`src/rtl/ast_video_packetizer.sv`:
```
// ast_video_packetizer
// Turns a cropped pixel stream into Avalon-ST video. Each field or frame
// becomes one control packet followed by one video packet of exactly
// FRAME_WIDTH x FIELD_HEIGHT pixels. A sof that arrives early is repaired by
// padding. Surplus pixels after a complete packet are dropped.
// Optional feature macro: VID_PKT_STATS_EN enables frame_cnt, err_short and
// err_long. When the macro is undefined, those outputs are tied to 0.
module ast_video_packetizer #(
  parameter int DATA_WIDTH   = 8,
  parameter int FRAME_WIDTH  = 640,
  parameter int FRAME_HEIGHT = 480,
  parameter int INTERLACED   = 1,
  parameter int PAD_VALUE    = 0
) (
  input  logic                  clock,
  input  logic                  reset_n,
  input  logic [DATA_WIDTH-1:0] din_data,
  input  logic                  din_valid,
  output logic                  din_ready,
  input  logic                  din_sof,
  input  logic                  din_field,
  output logic [DATA_WIDTH-1:0] dout_data,
  output logic                  dout_valid,
  input  logic                  dout_ready,
  output logic                  dout_startofpacket,
  output logic                  dout_endofpacket,
  output logic                  err_short,
  output logic                  err_long,
  output logic [15:0]           frame_cnt
);

  localparam int FIELD_HEIGHT = (INTERLACED != 0) ? FRAME_HEIGHT / 2 : FRAME_HEIGHT;
  localparam logic [15:0] WIDTH16   = 16'(FRAME_WIDTH);
  localparam logic [15:0] HEIGHT16  = 16'(FIELD_HEIGHT);
  localparam logic [15:0] PX_LAST   = 16'(FRAME_WIDTH - 1);
  localparam logic [15:0] LINE_LAST = 16'(FIELD_HEIGHT - 1);
  localparam logic [DATA_WIDTH-1:0] PAD_SYM = DATA_WIDTH'(PAD_VALUE);

  typedef enum logic [2:0] {IDLE, CTRL, HDR, VIDEO, PAD} state_t;

  state_t                state;
  logic [3:0]            ctrl_idx;
  logic [DATA_WIDTH-1:0] hold_data;
  logic                  hold_field;
  logic                  hold_pending;
  logic [15:0]           px_cnt;
  logic [15:0]           line_cnt;

  logic                  out_free;
  logic                  sof_seen;
  logic                  frame_last;
  logic                  short_evt;
  logic                  pix_emit;
  logic                  pkt_done;
  logic [3:0]            il_nib;
  logic [3:0]            ctrl_nib;
  logic [DATA_WIDTH-1:0] ctrl_data;

  // Handshake decode, event strobes and control-packet nibble selection
  always_comb begin
    out_free   = !dout_valid || dout_ready;
    sof_seen   = din_valid && din_sof;
    frame_last = (px_cnt == PX_LAST) && (line_cnt == LINE_LAST);

    din_ready = 1'b0;
    case (state)
      IDLE:    din_ready = 1'b1;
      VIDEO:   din_ready = !hold_pending && out_free && !sof_seen;
      default: din_ready = 1'b0;
    endcase
    if (!reset_n) din_ready = 1'b0;

    short_evt = (state == VIDEO) && !hold_pending && sof_seen;
    pix_emit  = ((state == VIDEO) && out_free && hold_pending) ||
                ((state == VIDEO) && din_valid && din_ready) ||
                ((state == PAD) && out_free);
    pkt_done  = pix_emit && frame_last;

    il_nib = (INTERLACED != 0) ? {1'b1, hold_field, 2'b11} : 4'h0;
    case (ctrl_idx)
      4'd0:    ctrl_nib = 4'hF;
      4'd1:    ctrl_nib = WIDTH16[15:12];
      4'd2:    ctrl_nib = WIDTH16[11:8];
      4'd3:    ctrl_nib = WIDTH16[7:4];
      4'd4:    ctrl_nib = WIDTH16[3:0];
      4'd5:    ctrl_nib = HEIGHT16[15:12];
      4'd6:    ctrl_nib = HEIGHT16[11:8];
      4'd7:    ctrl_nib = HEIGHT16[7:4];
      4'd8:    ctrl_nib = HEIGHT16[3:0];
      4'd9:    ctrl_nib = il_nib;
      default: ctrl_nib = 4'h0;
    endcase
    ctrl_data      = '0;
    ctrl_data[3:0] = ctrl_nib;
  end

  // Packet sequencer with registered Avalon-ST outputs and pixel position counters
  always_ff @(posedge clock or negedge reset_n) begin
    if (!reset_n) begin
      state              <= IDLE;
      ctrl_idx           <= '0;
      hold_data          <= '0;
      hold_field         <= 1'b0;
      hold_pending       <= 1'b0;
      px_cnt             <= '0;
      line_cnt           <= '0;
      dout_data          <= '0;
      dout_valid         <= 1'b0;
      dout_startofpacket <= 1'b0;
      dout_endofpacket   <= 1'b0;
    end else begin
      if (dout_valid && dout_ready) dout_valid <= 1'b0;

      case (state)
        IDLE: begin
          if (sof_seen) begin
            hold_data  <= din_data;
            hold_field <= din_field;
            ctrl_idx   <= '0;
            state      <= CTRL;
          end
        end
        CTRL: begin
          if (out_free) begin
            dout_valid         <= 1'b1;
            dout_data          <= ctrl_data;
            dout_startofpacket <= (ctrl_idx == 4'd0);
            dout_endofpacket   <= (ctrl_idx == 4'd9);
            ctrl_idx           <= ctrl_idx + 4'd1;
            if (ctrl_idx == 4'd9) state <= HDR;
          end
        end
        HDR: begin
          if (out_free) begin
            dout_valid         <= 1'b1;
            dout_data          <= '0;
            dout_startofpacket <= 1'b1;
            dout_endofpacket   <= 1'b0;
            hold_pending       <= 1'b1;
            px_cnt             <= '0;
            line_cnt           <= '0;
            state              <= VIDEO;
          end
        end
        VIDEO: begin
          if (short_evt) begin
            state <= PAD;
          end else if (pix_emit) begin
            dout_valid         <= 1'b1;
            dout_data          <= hold_pending ? hold_data : din_data;
            dout_startofpacket <= 1'b0;
            dout_endofpacket   <= frame_last;
            hold_pending       <= 1'b0;
            if (pkt_done) state <= IDLE;
          end
        end
        PAD: begin
          if (pix_emit) begin
            dout_valid         <= 1'b1;
            dout_data          <= PAD_SYM;
            dout_startofpacket <= 1'b0;
            dout_endofpacket   <= frame_last;
            if (pkt_done) state <= IDLE;
          end
        end
        default: state <= IDLE;
      endcase

      if (pix_emit && !short_evt) begin
        if (px_cnt == PX_LAST) begin
          px_cnt   <= '0;
          line_cnt <= (line_cnt == LINE_LAST) ? 16'd0 : line_cnt + 16'd1;
        end else begin
          px_cnt <= px_cnt + 16'd1;
        end
      end
    end
  end

`ifdef VID_PKT_STATS_EN
  logic drop_armed;
  logic drop_evt;

  assign drop_evt = (state == IDLE) && din_valid && !din_sof;

  // Statistics: completed packets, padding pulse, and the first drop after a completed packet
  always_ff @(posedge clock or negedge reset_n) begin
    if (!reset_n) begin
      frame_cnt  <= '0;
      err_short  <= 1'b0;
      err_long   <= 1'b0;
      drop_armed <= 1'b0;
    end else begin
      err_short <= short_evt;
      err_long  <= drop_evt && drop_armed;
      if (pkt_done) frame_cnt <= frame_cnt + 16'd1;
      if (pkt_done) drop_armed <= 1'b1;
      else if (drop_evt || ((state == IDLE) && sof_seen)) drop_armed <= 1'b0;
    end
  end
`else
  assign frame_cnt = '0;
  assign err_short = 1'b0;
  assign err_long  = 1'b0;
`endif

endmodule

```
`config.mk`:
```
export PLATFORM = sky130hd
export DESIGN_NAME = ast_video_packetizer
export DESIGN_NICKNAME = d
export VERILOG_FILES = /design/src/rtl/ast_video_packetizer.sv
export SDC_FILE = /design/constraint.sdc
export NUM_CORES = 1
export LEC_CHECK = 0
export CELL_PAD_IN_SITES_DETAIL_PLACEMENT = 1
export CELL_PAD_IN_SITES_GLOBAL_PLACEMENT = 2
export CORE_MARGIN = 2
export CORE_UTILIZATION = 34
export CTS_CLUSTER_DIAMETER = 50
export DETAILED_ROUTE_END_ITERATION = 10
export GPL_ROUTABILITY_DRIVEN = 0
export PLACE_DENSITY = 0.88
export SKIP_CTS_REPAIR_TIMING = 1
export SKIP_LAST_GASP = 1
export SLEW_MARGIN = 40
export SYNTH_ARGS = -nofsm -noshare
export SYNTH_HDL_FRONTEND = slang
export SYNTH_SLANG_ARGS = --single-unit
```
`constraint.sdc`:
```
create_clock -name clock -period 3 [get_ports clock]
set_input_delay 0.45 -clock clock [delete_from_list [all_inputs] [get_ports clock]]
set_output_delay 0.45 -clock clock [all_outputs]
set_load 0.005 [all_outputs]
```
* Yosys cells after proc, flatten, opt, wreduce, memory -nomap -nowiden
Cells that the tools add are included.
** Operators by class
- Muxes and demuxes :: 48
- $add $sub $neg :: 3
- Equal/unequal tests :: 17
- Reduce and logical (&&, ||, !) cells :: 37
** Operators with widths (count)
- $mux 16 :: 9
- $mux 8 :: 6
- $add 16x1->16 const B :: 2
- $pmux 8 s4 :: 1
- $mux 3 :: 7
- $eq 16x10->1 const B :: 1
- $eq 16x8->1 const B :: 1
- $pmux 4 s4 :: 1
- $mux 1 :: 15
- $pmux 3 s5 :: 1
- $logic_and 1x1->1 :: 14
- $ne 2x2->1 const B :: 7
- $reduce_and 4->1 :: 3
- $eq 4x2->1 const B :: 2
- $mux 4 :: 2
- $pmux 1 s4 :: 2
- $pmux 4 s2 :: 1
- $reduce_bool 2->1 :: 4
- $eq 3x2->1 const B :: 2
- $reduce_and 6->1 :: 1
- $add 4x1->4 const B :: 1
- $eq 4x3->1 const B :: 1
- $eq 4x4->1 const B :: 1
- $logic_not 1->1 :: 4
- other kinds (11) :: 16
** Storage, ports and cells
- Output and inout port bits :: 30
- Register bits :: 60
- Bits of input ports :: 14

* Longest topological paths before layout
Gate-level depths: netlist of the first run.
- Word-level depth :: 14
- Mapped depth :: 8
- Depth with buffers taken out :: 7

* Least setup slack after synthesis of the first run
OpenSTA, ideal clock, no wires.
- Path kind :: register to register
- From :: register px_cnt[7]
- To :: register line_cnt[12]
- Required time :: 2.879 ns
- Arrival time :: 1.956 ns
- Period minus slack after synthesis :: 2.077 ns
- Buffers on the path :: 2
- Cell stages (with the launch flop) :: 8
- Path slack :: 0.923 ns
- Cell sequence :: dfrtp_1 buf_6 or4_4 nor4_4 o21ai_2 and2_4 buf_6 a22o_1
** Between the ends
- Word-level cells in the longest chain between the ends :: 3
** RTL lines
- start: declaration :: RTL line 46 : logic [15:0] px_cnt;
- start signal: assignment :: RTL line 174 : px_cnt <= px_cnt + 16'd1;
- $eq 16x10->1 :: RTL line 170 : if (px_cnt == PX_LAST) begin
- $mux 16 :: RTL line 170
- $mux 16 :: RTL line 169 : if (pix_emit && !short_evt) begin
- end signal: assignment :: RTL line 172 : line_cnt <= (line_cnt == LINE_LAST) ? 16'd0 : line_cnt + 16'd1;
- end: declaration :: RTL line 47 : logic [15:0] line_cnt;
No other way between the ends.
A chain may end at the register's enable or synchronous reset.

* Worst setup path after layout of the first run
- From :: register state[1]
- To :: output port din_ready
** Between the ends
- Word-level cells in the longest chain between the ends :: 3
- Elaborated cells between the ends (all ways) :: 4
- Classes of those cells :: 1 x eq/ne; 2 x mux; 1 x reduce/logical
** RTL lines
- start: declaration :: RTL line 41 : state_t state;
- start signal: assignment :: RTL line 100 : state <= IDLE;
- start signal: assignment :: RTL line 120 : state <= CTRL;
- start signal: assignment :: RTL line 130 : if (ctrl_idx == 4'd9) state <= HDR;
- $eq 3x2->1 / $logic_not 3->1 (equally long branches) :: RTL line 66 : case (state)
- $pmux 1 s2 (*) :: RTL line 66
- $mux 1 (*) :: RTL line 71 : if (!reset_n) din_ready = 1'b0;
- end: declaration :: RTL line 19 : output logic din_ready,
Every way passes the cells marked *; elsewhere a longest branch is shown, timed or not.

==> results of run 1 <==
[per-stage QoR]
step | instance area (sq um) | instances | power [mW] | utilization (%) | setup slack (ns)
6_report | 4210 | 571 | 3.33 | 40.8 | 0.569
5_1_grt | 4210 | 571 | 3.57 | 40.8 | 0.455
4_1_cts | 4200 | 571 | 3.36 | 40.7 | 0.555
3_5_place_dp | 3950 | 555 | 2.42 | 38.3 | 0.451
3_3_place_gp | 3950 | 555 | 2.35 | 38.3 | 0.562
2_1_floorplan | 3670 | 420 | 1.97 | - | 0.923
[logic make-up after synthesis]
kind of cell	count (synthesis)	share of synthesized area [%]
adders and majority gates	6	2.08
buffers and inverters	47	7.35
other	1	0.104
DFF	60	41.6
xor gates and xnor gates	6	1.46
muxes	20	5.65
and+or+nand+nor	166	24.0
AOI/OAI and AO/OA	97	17.8
[registers in the layout (all words and copies together) (netlist names)]
name                cells
dout_endofpacket        1
ctrl_idx                4
dout_startofpacket      1
state                   3
hold_pending            1
hold_field              1
dout_data               8
px_cnt                 16
line_cnt               16
hold_data               8
dout_valid              1
[where the power goes]
| group | total (mW) | internal, mW | switching (mW) |
|---|---|---|---|
| registers | 1.19 | 1.00 | 0.185 |
| clock network | 0.928 | 0.575 | 0.353 |
| logic | 1.21 | 0.538 | 0.676 |
| total | 3.33 | 2.12 | 1.21 |
[layout make-up]
type / instances / area share [%]
inverter: 9 / 0.802
sequential: 60 / 35.7
timing repair buffer: 37 / 8.05
multi-input combinational: 313 / 45.5
clock inverter: 6 / 2.64
clock buffer: 10 / 3.27
tap: 136 / 4.04
[Yosys cell counts (2+ instances only)]
| cell | n |
|---|---|
| sky130_fd_sc_hd__mux2_2 | 3 |
| sky130_fd_sc_hd__inv_1 | 9 |
| sky130_fd_sc_hd__a22oi_1 | 3 |
| sky130_fd_sc_hd__buf_2 | 5 |
| sky130_fd_sc_hd__ha_1 | 6 |
| sky130_fd_sc_hd__xor2_1 | 5 |
| sky130_fd_sc_hd__buf_4 | 18 |
| sky130_fd_sc_hd__nor4_1 | 7 |
| sky130_fd_sc_hd__o22ai_1 | 2 |
| sky130_fd_sc_hd__buf_6 | 2 |
| sky130_fd_sc_hd__and2_1 | 4 |
| sky130_fd_sc_hd__a22o_1 | 3 |
| sky130_fd_sc_hd__and4_1 | 2 |
| sky130_fd_sc_hd__and3_1 | 4 |
| sky130_fd_sc_hd__nand2_1 | 57 |
| sky130_fd_sc_hd__nor2_1 | 19 |
| sky130_fd_sc_hd__nand2b_1 | 8 |
| sky130_fd_sc_hd__a21oi_1 | 24 |
| sky130_fd_sc_hd__or3_1 | 7 |
| sky130_fd_sc_hd__o21ai_0 | 17 |
| sky130_fd_sc_hd__dfrtp_1 | 60 |
| sky130_fd_sc_hd__clkbuf_1 | 13 |
| sky130_fd_sc_hd__or4_1 | 5 |
| sky130_fd_sc_hd__nand3b_1 | 3 |
| sky130_fd_sc_hd__nand4_1 | 14 |
| sky130_fd_sc_hd__mux2i_1 | 17 |
| sky130_fd_sc_hd__o21ai_1 | 3 |
| sky130_fd_sc_hd__o31ai_1 | 8 |
| sky130_fd_sc_hd__nand3_1 | 20 |
| sky130_fd_sc_hd__o2bb2ai_1 | 2 |
| sky130_fd_sc_hd__a31oi_1 | 8 |
| sky130_fd_sc_hd__nor3_1 | 7 |
| sky130_fd_sc_hd__a21o_1 | 12 |
| sky130_fd_sc_hd__a41oi_1 | 3 |
[worst reg2reg max path, stage by stage (launching register included)]
cell,delay [ns]
sky130_fd_sc_hd__dfrtp_1,0.50
sky130_fd_sc_hd__or4_4,0.60
sky130_fd_sc_hd__nor4_4,0.34
sky130_fd_sc_hd__a211oi_2,0.09
sky130_fd_sc_hd__buf_4,0.23
sky130_fd_sc_hd__o311a_1,0.16
sky130_fd_sc_hd__a221o_1,0.25
[how the worst min path moves through the flow]
| stage | slack [ns] | startpoint | depth (start not counted) | end |
|---|---|---|---|---|
| after floorplan | 0.15 | reset_n | 0 | ctrl_idx[0] |
| after global placement | 0.46 | hold_data[2] | 2 | hold_data[2] |
| after detailed placement | 0.47 | hold_data[5] | 2 | hold_data[5] |
| after CTS | 0.34 | reset_n | 2 | hold_data[2] |
| after global routing | 0.27 | reset_n | 2 | hold_data[2] |
| final | 0.21 | reset_n | 2 | hold_data[2] |
[routing by layer]
metal | vias up | wire length, um | part of all wire, %
li1 | 1488 | - | -
met5 | - | 0 | 0
met4 | 0 | 129 | 1.4
met2 | 46 | 4400 | 48
met3 | 8 | 272 | 3.0
met1 | 1529 | 4380 | 48
==> results_tabular.tex, run 1 <==
\begin{tabular}{lr}
\hline
Metric & Value \\
\hline
\multicolumn{2}{l}{\textbf{Status}} \\
Outcome & finished, final reports clean \\
\multicolumn{2}{l}{\textbf{Setup path}} \\
WP buf/inv & 1 \\
Critical path class & reg -> out \\
Start of the worst register-to-register path & px\_cnt[7] \\
Setup crit start kind & register \\
Peak fanout along the critical path & 16 \\
Total number of cells along the worst setup path & 4 \\
CP Launch Point & state[1] \\
Capture point of the worst reg-to-reg path & px\_cnt[14] \\
Required arrival time at the worst endpoint & 2.55 ns \\
Peak per-stage delay on the critical path & approximately 0.64 ns \\
Setup slack, reg-to-reg & $\sim$0.73 ns \\
FF-to-FF path depth & 6 \\
Kind of cell adding the most delay to the critical path & flip-flops \\
Critical Path End & din\_ready \\
Crit. End Element & output port \\
List of cells traversed by the critical path & nor2\_1 > a41o\_1 > and3\_1 > clkdlybuf4s50\_1 \\
Arrival time reported for the critical path endpoint & 1.98 ns \\
Worst-path cell with the longest stage delay & sky130\_fd\_sc\_hd\_\_dfrtp\_1 \\
\multicolumn{2}{l}{\textbf{Layout}} \\
Number of fill cells & 1197 \\
Number of nets in the finished design & 450 \\
Layout cell share with drive strength beyond 1 & 9.20\% \\
Sequential Area & 1500 sq um \\
Most frequent cells in the layout & 60 x sky130\_fd\_sc\_hd\_\_dfrtp\_1, 57 x sky130\_fd\_sc\_hd\_\_nand2\_1, 24 x sky130\_fd\_sc\_hd\_\_a21oi\_1, 24 x sky130\_fd\_sc\_hd\_\_clkdlybuf4s50\_1, 20 x sky130\_fd\_sc\_hd\_\_nand3\_1 \\
Antenna diode instance count & 0 \\
Post-synthesis to final-layout area growth & 16.7\% \\
Most common cell after layout, fill and taps aside & sky130\_fd\_sc\_hd\_\_dfrtp\_1 \\
Combined area of the multi-input logic cells & 1920 sq um \\
\multicolumn{2}{l}{\textbf{Synthesis}} \\
Count of warnings emitted by yosys & 0 \\
Mean post-synth cell area & 8.95 sq um \\
Share of async-settable or async-resettable flops after synthesis & between 90\% and 100\% \\
Total of flip-flops plus latches after synthesis & 60 \\
Register area share after synthesis & a little over two fifths \\
Cells taking the most area after synthesis & sky130\_fd\_sc\_hd\_\_dfrtp\_1 42\%, sky130\_fd\_sc\_hd\_\_nand2\_1 5.9\%, sky130\_fd\_sc\_hd\_\_mux2i\_1 4.7\% \\
Mapped cell area & 3610 sq um \\
Unique masters post-synth & 57 \\
Post-Synthesis Cells & 403 \\
Leading area contributor after synthesis & sky130\_fd\_sc\_hd\_\_dfrtp\_1 \\
Area fraction of the dominant cell type after synthesis & 41.6\% \\
Number of synthesized flops with an enable pin & 0 \\
Main flop type after synthesis & sky130\_fd\_sc\_hd\_\_dfrtp\_1 \\
\multicolumn{2}{l}{\textbf{Drt}} \\
Via density & 5.38 \\
Post-route ant nets & 0 \\
Via count of the routed design & 3071 \\
DR pass1 iterations & 4 \\
Post-route DRC violation count & 0 \\
Total Wirelength & about 9000 um \\
Iter 0 DRT Violations & 122 \\
Routed length per placed instance & 16.1 um \\
\multicolumn{2}{l}{\textbf{Timing}} \\
Worst slew margin relative to its limit & 54.2\% \\
Final number of max-transition violations & 0 \\
Number of setup violations in the final report & 0 \\
Post-layout min period & about 2.4 ns \\
Final TNS setup & 0 ns \\
Final-report hold violation count & 0 \\
Timing-limited maximum frequency & 411 MHz \\
Worst-margin pin slew & 0.683 ns \\
Worst Skew & 0.00865 ns \\
Unrepaired setup endpoints after global routing & no \\
Min Hold Slack & 0.210 ns \\
Post-route fraction of the period consumed by the critical path & roughly four fifths \\
\multicolumn{2}{l}{\textbf{Power}} \\
IR Drop Worst-Case VDD & about 370 uV \\
Power Dens Cells & 790 nW/um\^{}2 \\
Static power due to leakage & 1.84 nW \\
\multicolumn{2}{l}{\textbf{GRT}} \\
Pin count of the biggest net entering global routing & 61 \\
Residual overflow from global routing & 0 \\
Most used routing layer & met2 \\
Initial antenna violation count & 0 \\
Global routing usage on met3 & 3.34\% \\
Total routing resource utilization after global routing & 17.0\% \\
Global-route track usage on met1 & 22.7\% \\
Vias in the first global route & between 3000 and 4000 \\
M2 GR Usage & 27.7\% \\
Global-route wire length before repair & between 15000 and 20000 um \\
\multicolumn{2}{l}{\textbf{Place}} \\
Number of buffer cells added on primary ports & 25 \\
Detail Placement HPWL & 6420 um \\
\multicolumn{2}{l}{\textbf{Clock tree}} \\
Clock slew at reported path FFs & 0.08 ns \\
Clock Latency Late Sink & roughly 0.34 ns \\
TritonCTS clock tree & built \\
Maximum level of the CTS H-tree & 3 \\
CTS sink cnt & 60 \\
Bufs on Longest Clock Path & 2 \\
Clock buffer count from CTS & 9 \\
Root buffer cell & sky130\_fd\_sc\_hd\_\_clkbuf\_8 \\
\multicolumn{2}{l}{\textbf{Floorplan}} \\
Die outline height & 107 um \\
Horiz. Die Dim & 107 um \\
Die Footprint & 11500 sq um \\
Floorplan Core Area & between 10000 and 15000 sq um \\
Number of rows created at floorplan & 37 \\
Count of boundary I/O pins & 44 \\
Starting utilization of the core area & between 30\% and 40\% \\
\multicolumn{2}{l}{\textbf{Run}} \\
Max Cap Violations & 0 \\
\multicolumn{2}{l}{\textbf{Hold path}} \\
Path class of the lowest-slack min-delay path & in -> async \\
\hline
\end{tabular}
(Power assumes the default switching activity.)
==> inputs of run 2 (changes only) <==
clock period = 2.3 ns   (was 3 ns; I/O delays follow)
==> run 2 against run 1 <==
Compared with the run above: global-route usage rose by 0.80 points; die area did not move; clock-buffer cell count rose by 1; largest power group unchanged; critical endpoint is now px_cnt[14]; sequential cell count did not move; first-iteration DRC count rose by 25%; final cell count rose by 2.6%; hold slack got worse by 0.076 ns; cell area rose by 2.1%; via count rose by 3.4%; clock skew rose by 0.0049 ns.
==> results_tabular.tex, run 2 (synthesis gave the netlist of run 1 again) <==
\begin{tabular}{lr}
\hline
Metric & Value \\
\hline
\multicolumn{2}{l}{\textbf{Status}} \\
Outcome & finished, final reports clean (unchanged) \\
\multicolumn{2}{l}{\textbf{Setup path}} \\
CP Launch Point & px\_cnt[7] (was state[1]) \\
Start of the worst register-to-register path & px\_cnt[7] (unchanged) \\
Critical path class & reg -> reg (was reg -> out) \\
Setup crit start kind & register (unchanged) \\
Required arrival time at the worst endpoint & 2.53 ns (was 2.55 ns) \\
Crit. End Element & register (was output port) \\
Peak fanout along the critical path & 26 (was 16) \\
Arrival time reported for the critical path endpoint & 2.43 ns (was 1.98 ns) \\
\multicolumn{2}{l}{\textbf{Power}} \\
Static power due to leakage & 1.91 nW (was 1.84 nW) \\
Power Dens Cells & 999 nW/um\^{}2 (was 790 nW/um\^{}2) \\
IR Drop Worst-Case VDD & 332 uV (was 369 uV) \\
\multicolumn{2}{l}{\textbf{Clock tree}} \\
Clock Latency Late Sink & 0.35 ns (was 0.34 ns) \\
CTS sink cnt & 60 (unchanged) \\
Root buffer cell & sky130\_fd\_sc\_hd\_\_clkbuf\_8 (unchanged) \\
Clock slew at reported path FFs & 0.08 ns (about the same) \\
TritonCTS clock tree & built (unchanged) \\
Bufs on Longest Clock Path & 2 (unchanged) \\
Clock buffer count from CTS & 9 (unchanged) \\
Maximum level of the CTS H-tree & 3 (unchanged) \\
\multicolumn{2}{l}{\textbf{Drt}} \\
Iter 0 DRT Violations & 152 (was 122) \\
Total Wirelength & 9640 um (was 9180 um) \\
Routed length per placed instance & 16.4 um (was 16.1 um) \\
Post-route ant nets & 0 (unchanged) \\
DR pass1 iterations & 4 (unchanged) \\
Via density & 5.42 (was 5.38) \\
Via count of the routed design & 3175 (was 3071) \\
Post-route DRC violation count & 0 (unchanged) \\
\multicolumn{2}{l}{\textbf{Layout}} \\
Most frequent cells in the layout & 59 x sky130\_fd\_sc\_hd\_\_dfrtp\_1, 57 x sky130\_fd\_sc\_hd\_\_nand2\_1, 25 x sky130\_fd\_sc\_hd\_\_buf\_4 (was 60 x sky130\_fd\_sc\_hd\_\_dfrtp\_1, 57 x sky130\_fd\_sc\_hd\_\_nand2\_1, 24 x sky130\_fd\_sc\_hd\_\_a21oi\_1, 24 x sky130\_fd\_sc\_hd\_\_clkdlybuf4s50\_1, 20 x sky130\_fd\_sc\_hd\_\_nand3\_1) \\
Combined area of the multi-input logic cells & 1910 sq um (was 1920 sq um) \\
Largest registers in the final layout & line\_cnt (16), px\_cnt (16) (unchanged) \\
Post-synthesis to final-layout area growth & 19.2\% (was 16.7\%) \\
Layout cell share with drive strength beyond 1 & 12.2\% (was 9.20\%) \\
Layout Cell Area excl Fill & 4300 sq um (was 4210 sq um) \\
Sequential Area & 1500 sq um (about the same) \\
Number of fill cells & 1224 (was 1197) \\
Number of nets in the finished design & 465 (was 450) \\
Filler-free cell count of the finished design & 586 (was 571) \\
Antenna diode instance count & 0 (unchanged) \\
Most common cell after layout, fill and taps aside & sky130\_fd\_sc\_hd\_\_dfrtp\_1 (unchanged) \\
\multicolumn{2}{l}{\textbf{Floorplan}} \\
Die Footprint & 11500 sq um (unchanged) \\
Starting utilization of the core area & 35.0\% (unchanged) \\
Horiz. Die Dim & 107 um (unchanged) \\
Floorplan Core Area & 10300 sq um (unchanged) \\
Number of rows created at floorplan & 37 (unchanged) \\
Die outline height & 107 um (unchanged) \\
Count of boundary I/O pins & 44 (unchanged) \\
\multicolumn{2}{l}{\textbf{GRT}} \\
Global-route track usage on met1 & 22.7\% (about the same) \\
Most used routing layer & met2 (unchanged) \\
M2 GR Usage & 30.1\% (was 27.7\%) \\
Total routing resource utilization after global routing & 17.8\% (was 17.0\%) \\
Global routing usage on met3 & 3.83\% (was 3.34\%) \\
Pin count of the biggest net entering global routing & 61 (unchanged) \\
Global-route wire length before repair & 16200 um (was 15500 um) \\
Residual overflow from global routing & 0 (unchanged) \\
Initial antenna violation count & 0 (unchanged) \\
Vias in the first global route & 3203 (was 3090) \\
\multicolumn{2}{l}{\textbf{Place}} \\
Number of cells in the design after placement & 569 (was 555) \\
Number of buffer cells added on primary ports & 25 (unchanged) \\
Post-place instance area & 4070 sq um (was 3950 sq um) \\
Detail Placement HPWL & 6740 um (was 6420 um) \\
\multicolumn{2}{l}{\textbf{Hold path}} \\
Path class of the lowest-slack min-delay path & in -> async (unchanged) \\
\multicolumn{2}{l}{\textbf{Timing}} \\
Final number of max-transition violations & 0 (unchanged) \\
Post-route fraction of the period consumed by the critical path & 95.8\% \\
Worst slew margin relative to its limit & 54.1\% (was 54.2\%) \\
Final-report hold violation count & 0 (unchanged) \\
Worst-margin pin slew & 0.683 ns (about the same) \\
Unrepaired setup endpoints after global routing & yes (was no) \\
Worst Skew & 0.0136 ns (was 0.00865 ns) \\
Number of setup violations in the final report & 0 (unchanged) \\
Post-layout min period & 2.20 ns \\
Timing-limited maximum frequency & 454 MHz \\
\multicolumn{2}{l}{\textbf{Run}} \\
Max Cap Violations & 0 (unchanged) \\
\hline
\end{tabular}
[run 2: layout make-up]
| type | instances | area share (%) |
|---|---|---|
| inverters | 9 | 0.785 |
| multi-input cells | 313 | 44.5 |
| clock buffers | 11 | 3.29 |
| clock inverters | 5 | 1.75 |
| repair buffers | 52 | 10.8 |
| well taps | 136 | 3.96 |
| flip-flops and latches | 60 | 34.9 |
[run 2: critical path, stage by stage (launching register included)]
cell,delay (ns)
sky130_fd_sc_hd__dfrtp_1,0.40
sky130_fd_sc_hd__or4_4,0.57
sky130_fd_sc_hd__nor4_4,0.42
sky130_fd_sc_hd__a211oi_2,0.11
sky130_fd_sc_hd__buf_12,0.18
sky130_fd_sc_hd__o311a_1,0.13
sky130_fd_sc_hd__a221o_1,0.27
[run 2: per-stage QoR]
| step | setup TNS [ns] | util, % | setup slack [ns] | power (mW) | hold slack, ns |
|---|---|---|---|---|---|
| final | 0 | 41.7 | 0.0962 | 4.30 | 0.133 |
| after global routing | -0.000413 | 41.7 | -0.000413 | 4.62 | 0.161 |
| after CTS | -0.0667 | 41.5 | -0.0667 | 4.31 | 0.247 |
| after detailed placement | 0 | 39.4 | 0.0127 | 3.23 | 0.467 |
| after global placement | 0 | 39.4 | 0.0851 | 3.15 | 0.460 |
| after floorplan | 0 | - | 0.223 | 2.57 | 0.0494 |
[run 2: per-layer routing]
layer  up-vias  share of wire [%]
met2        51                 49
met5         -                  0
met1      1594                 47
met4         0                1.2
li1       1521                  -
met3         9                3.1
[run 2: worst paths after layout]
kind	to	slack [ns]	cells past startpoint
min	hold_data[2]	0.13	2
max reg2reg	px_cnt[14]	0.1	6
max in group asynchronous	state[0]	1.74	2
min in group clock	dout_data[6]	0.48	2
max	px_cnt[14]	0.1	6
min reg2reg	dout_data[6]	0.48	2
[run 2: report_power, final]
part / total, mW / leakage [nW] / switching [mW] / internal (mW)
Sequential: 1.51 / 0.794 / 0.197 / 1.31
Combinational: 1.72 / 0.998 / 0.937 / 0.784
Clock: 1.07 / 0.113 / 0.436 / 0.635
==> inputs of run 3 (changes only) <==
CORE_ASPECT_RATIO = 0.7   (was unset)
==> run 3 against run 2 <==
Compared with the run above: clock skew is 0.0065 ns lower; routed wire length is 6.2% higher; worst setup slack worse by 0.014 ns; sequential cell count stayed put; final cell count is 0.51% lower; global-route usage is 1.3 points higher; clock-buffer cell count is 1 lower; core utilization is 1.1 points higher; die area is 0.11% higher; highest routed layer unchanged.
==> results_tabular.tex, run 3 (synthesis gave the netlist of run 1 again) <==
\begin{tabular}{lr}
\hline
Metric & Value \\
\hline
\multicolumn{2}{l}{\textbf{Timing}} \\
Post-layout min period & 2.22 ns (was 2.20 ns) \\
Final-report hold violation count & 0 (unchanged) \\
Setup slack of the critical path after layout & 0.0827 ns (was 0.0962 ns) \\
Final number of max-transition violations & 0 (unchanged) \\
Unrepaired setup endpoints after global routing & yes (unchanged) \\
Number of setup violations in the final report & 0 (unchanged) \\
Timing-limited maximum frequency & 451 MHz (was 454 MHz) \\
Worst-margin pin slew & 0.664 ns (was 0.683 ns) \\
Worst slew margin relative to its limit & 55.4\% (was 54.1\%) \\
Worst Skew & 0.00704 ns (was 0.0136 ns) \\
Post-route fraction of the period consumed by the critical path & 96.4\% (was 95.8\%) \\
Min Hold Slack & 0.165 ns (was 0.133 ns) \\
\multicolumn{2}{l}{\textbf{Layout}} \\
Largest registers in the final layout & line\_cnt (16), px\_cnt (16) (unchanged) \\
Most frequent cells in the layout & 60 x sky130\_fd\_sc\_hd\_\_dfrtp\_1, 57 x sky130\_fd\_sc\_hd\_\_nand2\_1, 25 x sky130\_fd\_sc\_hd\_\_buf\_4 (was 59 x sky130\_fd\_sc\_hd\_\_dfrtp\_1, 57 x sky130\_fd\_sc\_hd\_\_nand2\_1, 25 x sky130\_fd\_sc\_hd\_\_buf\_4) \\
Layout Cell Area excl Fill & 4430 sq um (was 4300 sq um) \\
Layout cell share with drive strength beyond 1 & 12.6\% (was 12.2\%) \\
Antenna diode instance count & 0 (unchanged) \\
Most common cell after layout, fill and taps aside & sky130\_fd\_sc\_hd\_\_dfrtp\_1 (unchanged) \\
Final core utilization & 42.8\% (was 41.7\%) \\
Post-synthesis to final-layout area growth & 22.7\% (was 19.2\%) \\
Number of nets in the finished design & 466 (was 465) \\
\multicolumn{2}{l}{\textbf{Power}} \\
Proportion of power drawn by flip-flops and latches & 32.2\% (was 35.1\%) \\
Share of total power in combinational logic & 36.8\% (was 40.0\%) \\
Switching fraction of total power & 35.7\% (was 36.5\%) \\
IR Drop Worst-Case VDD & 462 uV (was 332 uV) \\
Power share of the clock group & 31.0\% (was 24.9\%) \\
Power Dens Cells & 1080 nW/um\^{}2 (was 999 nW/um\^{}2) \\
Static power due to leakage & 1.95 nW (was 1.91 nW) \\
Internal power & 3.07 mW (was 2.73 mW) \\
Total net switching power & 1.71 mW (was 1.57 mW) \\
\multicolumn{2}{l}{\textbf{Floorplan}} \\
Count of boundary I/O pins & 44 (unchanged) \\
Horiz. Die Dim & 127 um (was 107 um) \\
Number of rows created at floorplan & 31 (was 37) \\
Starting utilization of the core area & 34.8\% (was 35.0\%) \\
Die Footprint & 11500 sq um (about the same) \\
Floorplan Core Area & 10400 sq um (was 10300 sq um) \\
Die outline height & 90.2 um (was 107 um) \\
\multicolumn{2}{l}{\textbf{Clock tree}} \\
Clock slew at reported path FFs & 0.06 ns (was 0.08 ns) \\
TritonCTS clock tree & built (unchanged) \\
Root buffer cell & sky130\_fd\_sc\_hd\_\_clkbuf\_16 (was sky130\_fd\_sc\_hd\_\_clkbuf\_8) \\
Clock Latency Late Sink & 0.34 ns (was 0.35 ns) \\
Clock buffer count from CTS & 9 (unchanged) \\
CTS sink cnt & 60 (unchanged) \\
Maximum level of the CTS H-tree & 3 (unchanged) \\
Bufs on Longest Clock Path & 2 (unchanged) \\
\multicolumn{2}{l}{\textbf{Place}} \\
Detail Placement HPWL & 7220 um (was 6740 um) \\
Post-place instance area & 4090 sq um (was 4070 sq um) \\
Number of buffer cells added on primary ports & 25 (unchanged) \\
Pre-CTS WS & 0.0276 ns (was 0.0127 ns) \\
\multicolumn{2}{l}{\textbf{Drt}} \\
Routed length per placed instance & 17.6 um (was 16.4 um) \\
DR pass1 iterations & 4 (unchanged) \\
Post-route ant nets & 0 (unchanged) \\
Post-route DRC violation count & 0 (unchanged) \\
Via count of the routed design & 3234 (was 3175) \\
Iter 0 DRT Violations & 181 (was 152) \\
Total Wirelength & 10200 um (was 9640 um) \\
Via density & 5.55 (was 5.42) \\
\multicolumn{2}{l}{\textbf{Setup path}} \\
Capture point of the worst reg-to-reg path & line\_cnt[8] (was px\_cnt[14]) \\
Required arrival time at the worst endpoint & 1.96 ns (was 2.53 ns) \\
Peak fanout along the critical path & 2 (was 26) \\
Most numerous cell on the critical path & sky130\_fd\_sc\_hd\_\_clkdlybuf4s50\_1 \\
List of cells traversed by the critical path & clkdlybuf4s50\_1 > nor2b\_2 > nor2\_1 > a41o\_1 > and3\_1 > clkdlybuf4s50\_1 (was or4\_4 > nor4\_4 > a211oi\_2 > buf\_12 > o311a\_1 > a221o\_1) \\
Setup crit start kind & input pin (was register) \\
Arrival time reported for the critical path endpoint & 1.87 ns (was 2.43 ns) \\
Setup slack, reg-to-reg & 0.10 ns (was 0.1 ns) \\
Worst-path cell with the longest stage delay & sky130\_fd\_sc\_hd\_\_clkdlybuf4s50\_1 (was sky130\_fd\_sc\_hd\_\_or4\_4) \\
FF-to-FF path depth & 6 (unchanged) \\
Peak per-stage delay on the critical path & 0.51 ns (was 0.57 ns) \\
Critical path class & in -> out (was reg -> reg) \\
Start of the worst register-to-register path & px\_cnt[7] (unchanged) \\
Crit. End Element & output port (was register) \\
Kind of cell adding the most delay to the critical path & buffers and inverters (was simple AND/OR/NAND/NOR gates) \\
WP buf/inv & 2 (was 1) \\
\multicolumn{2}{l}{\textbf{Status}} \\
Outcome & finished, final reports clean (unchanged) \\
\multicolumn{2}{l}{\textbf{Run}} \\
Max Cap Violations & 0 (unchanged) \\
\multicolumn{2}{l}{\textbf{GRT}} \\
Initial antenna violation count & 0 (unchanged) \\
Vias in the first global route & 3365 (was 3203) \\
Pin count of the biggest net entering global routing & 61 (unchanged) \\
Global-route wire length before repair & 17400 um (was 16200 um) \\
Total routing resource utilization after global routing & 19.2\% (was 17.8\%) \\
Residual overflow from global routing & 0 (unchanged) \\
\multicolumn{2}{l}{\textbf{Hold path}} \\
Path class of the lowest-slack min-delay path & in -> async (unchanged) \\
\hline
\end{tabular}
## run 3: worst max path at each step
stage / startpoint / end / slack [ns] / cells past startpoint
6_report: dout_ready / din_ready / 0.08 / 6
4_1_cts: dout_ready / din_ready / 0.04 / 6
3_3_place_gp: dout_ready / din_ready / 0.06 / 6
3_5_place_dp: din_sof / line_cnt[0] / 0.03 / 6
2_1_floorplan: px_cnt[7] / line_cnt[12] / 0.22 / 7
5_1_grt: px_cnt[7] / line_cnt[8] / -0.004 / 6
## run 3: per-layer routing
layer  wire length [um]  global-route usage [%]  vias up
met5                  0                       0        -
met4                 92                    5.31        0
met3                423                    4.82       11
met2               4480                    28.0       63
met1               5240                    28.1     1626
li1                   -                       -     1534
## run 3: per-stage QoR
stage                     total power [mW]  setup TNS (ns)  std cells
after global routing                  5.10        -0.00417        583
after floorplan                       2.57               0        420
after detailed placement              3.29               0        567
after global placement                3.20               0        567
after CTS                             4.81               0        583
final                                 4.78               0        583
## run 3: cell type report
cell class | instances | area (sq um)
Fill cell | 1206 | 5930
Multi-Input combinational cell | 313 | 1920
Sequential cell | 60 | 1500
Timing Repair Buffer | 53 | 484
Clock buffer | 10 | 239
Tap cell | 132 | 165
Clock inverter | 6 | 87.6
Inverter | 9 | 33.8
## run 3: worst reg2reg max path, stage by stage (launching register included)
cell,delay (ns)
sky130_fd_sc_hd__dfrtp_1,0.39
sky130_fd_sc_hd__or4_4,0.55
sky130_fd_sc_hd__nor4_4,0.44
sky130_fd_sc_hd__o21ai_2,0.17
sky130_fd_sc_hd__buf_4,0.20
sky130_fd_sc_hd__a22oi_1,0.24
sky130_fd_sc_hd__o21ai_1,0.10
## run 3: power by group through the flow
stage	logic (mW)	clock network, mW	registers [mW]
2_1_floorplan	1.09	0	1.49
3_5_place_dp	1.74	0	1.55
5_1_grt	1.96	1.56	1.58
4_1_cts	1.76	1.52	1.53
6_report	1.76	1.48	1.54
3_3_place_gp	1.67	0	1.53
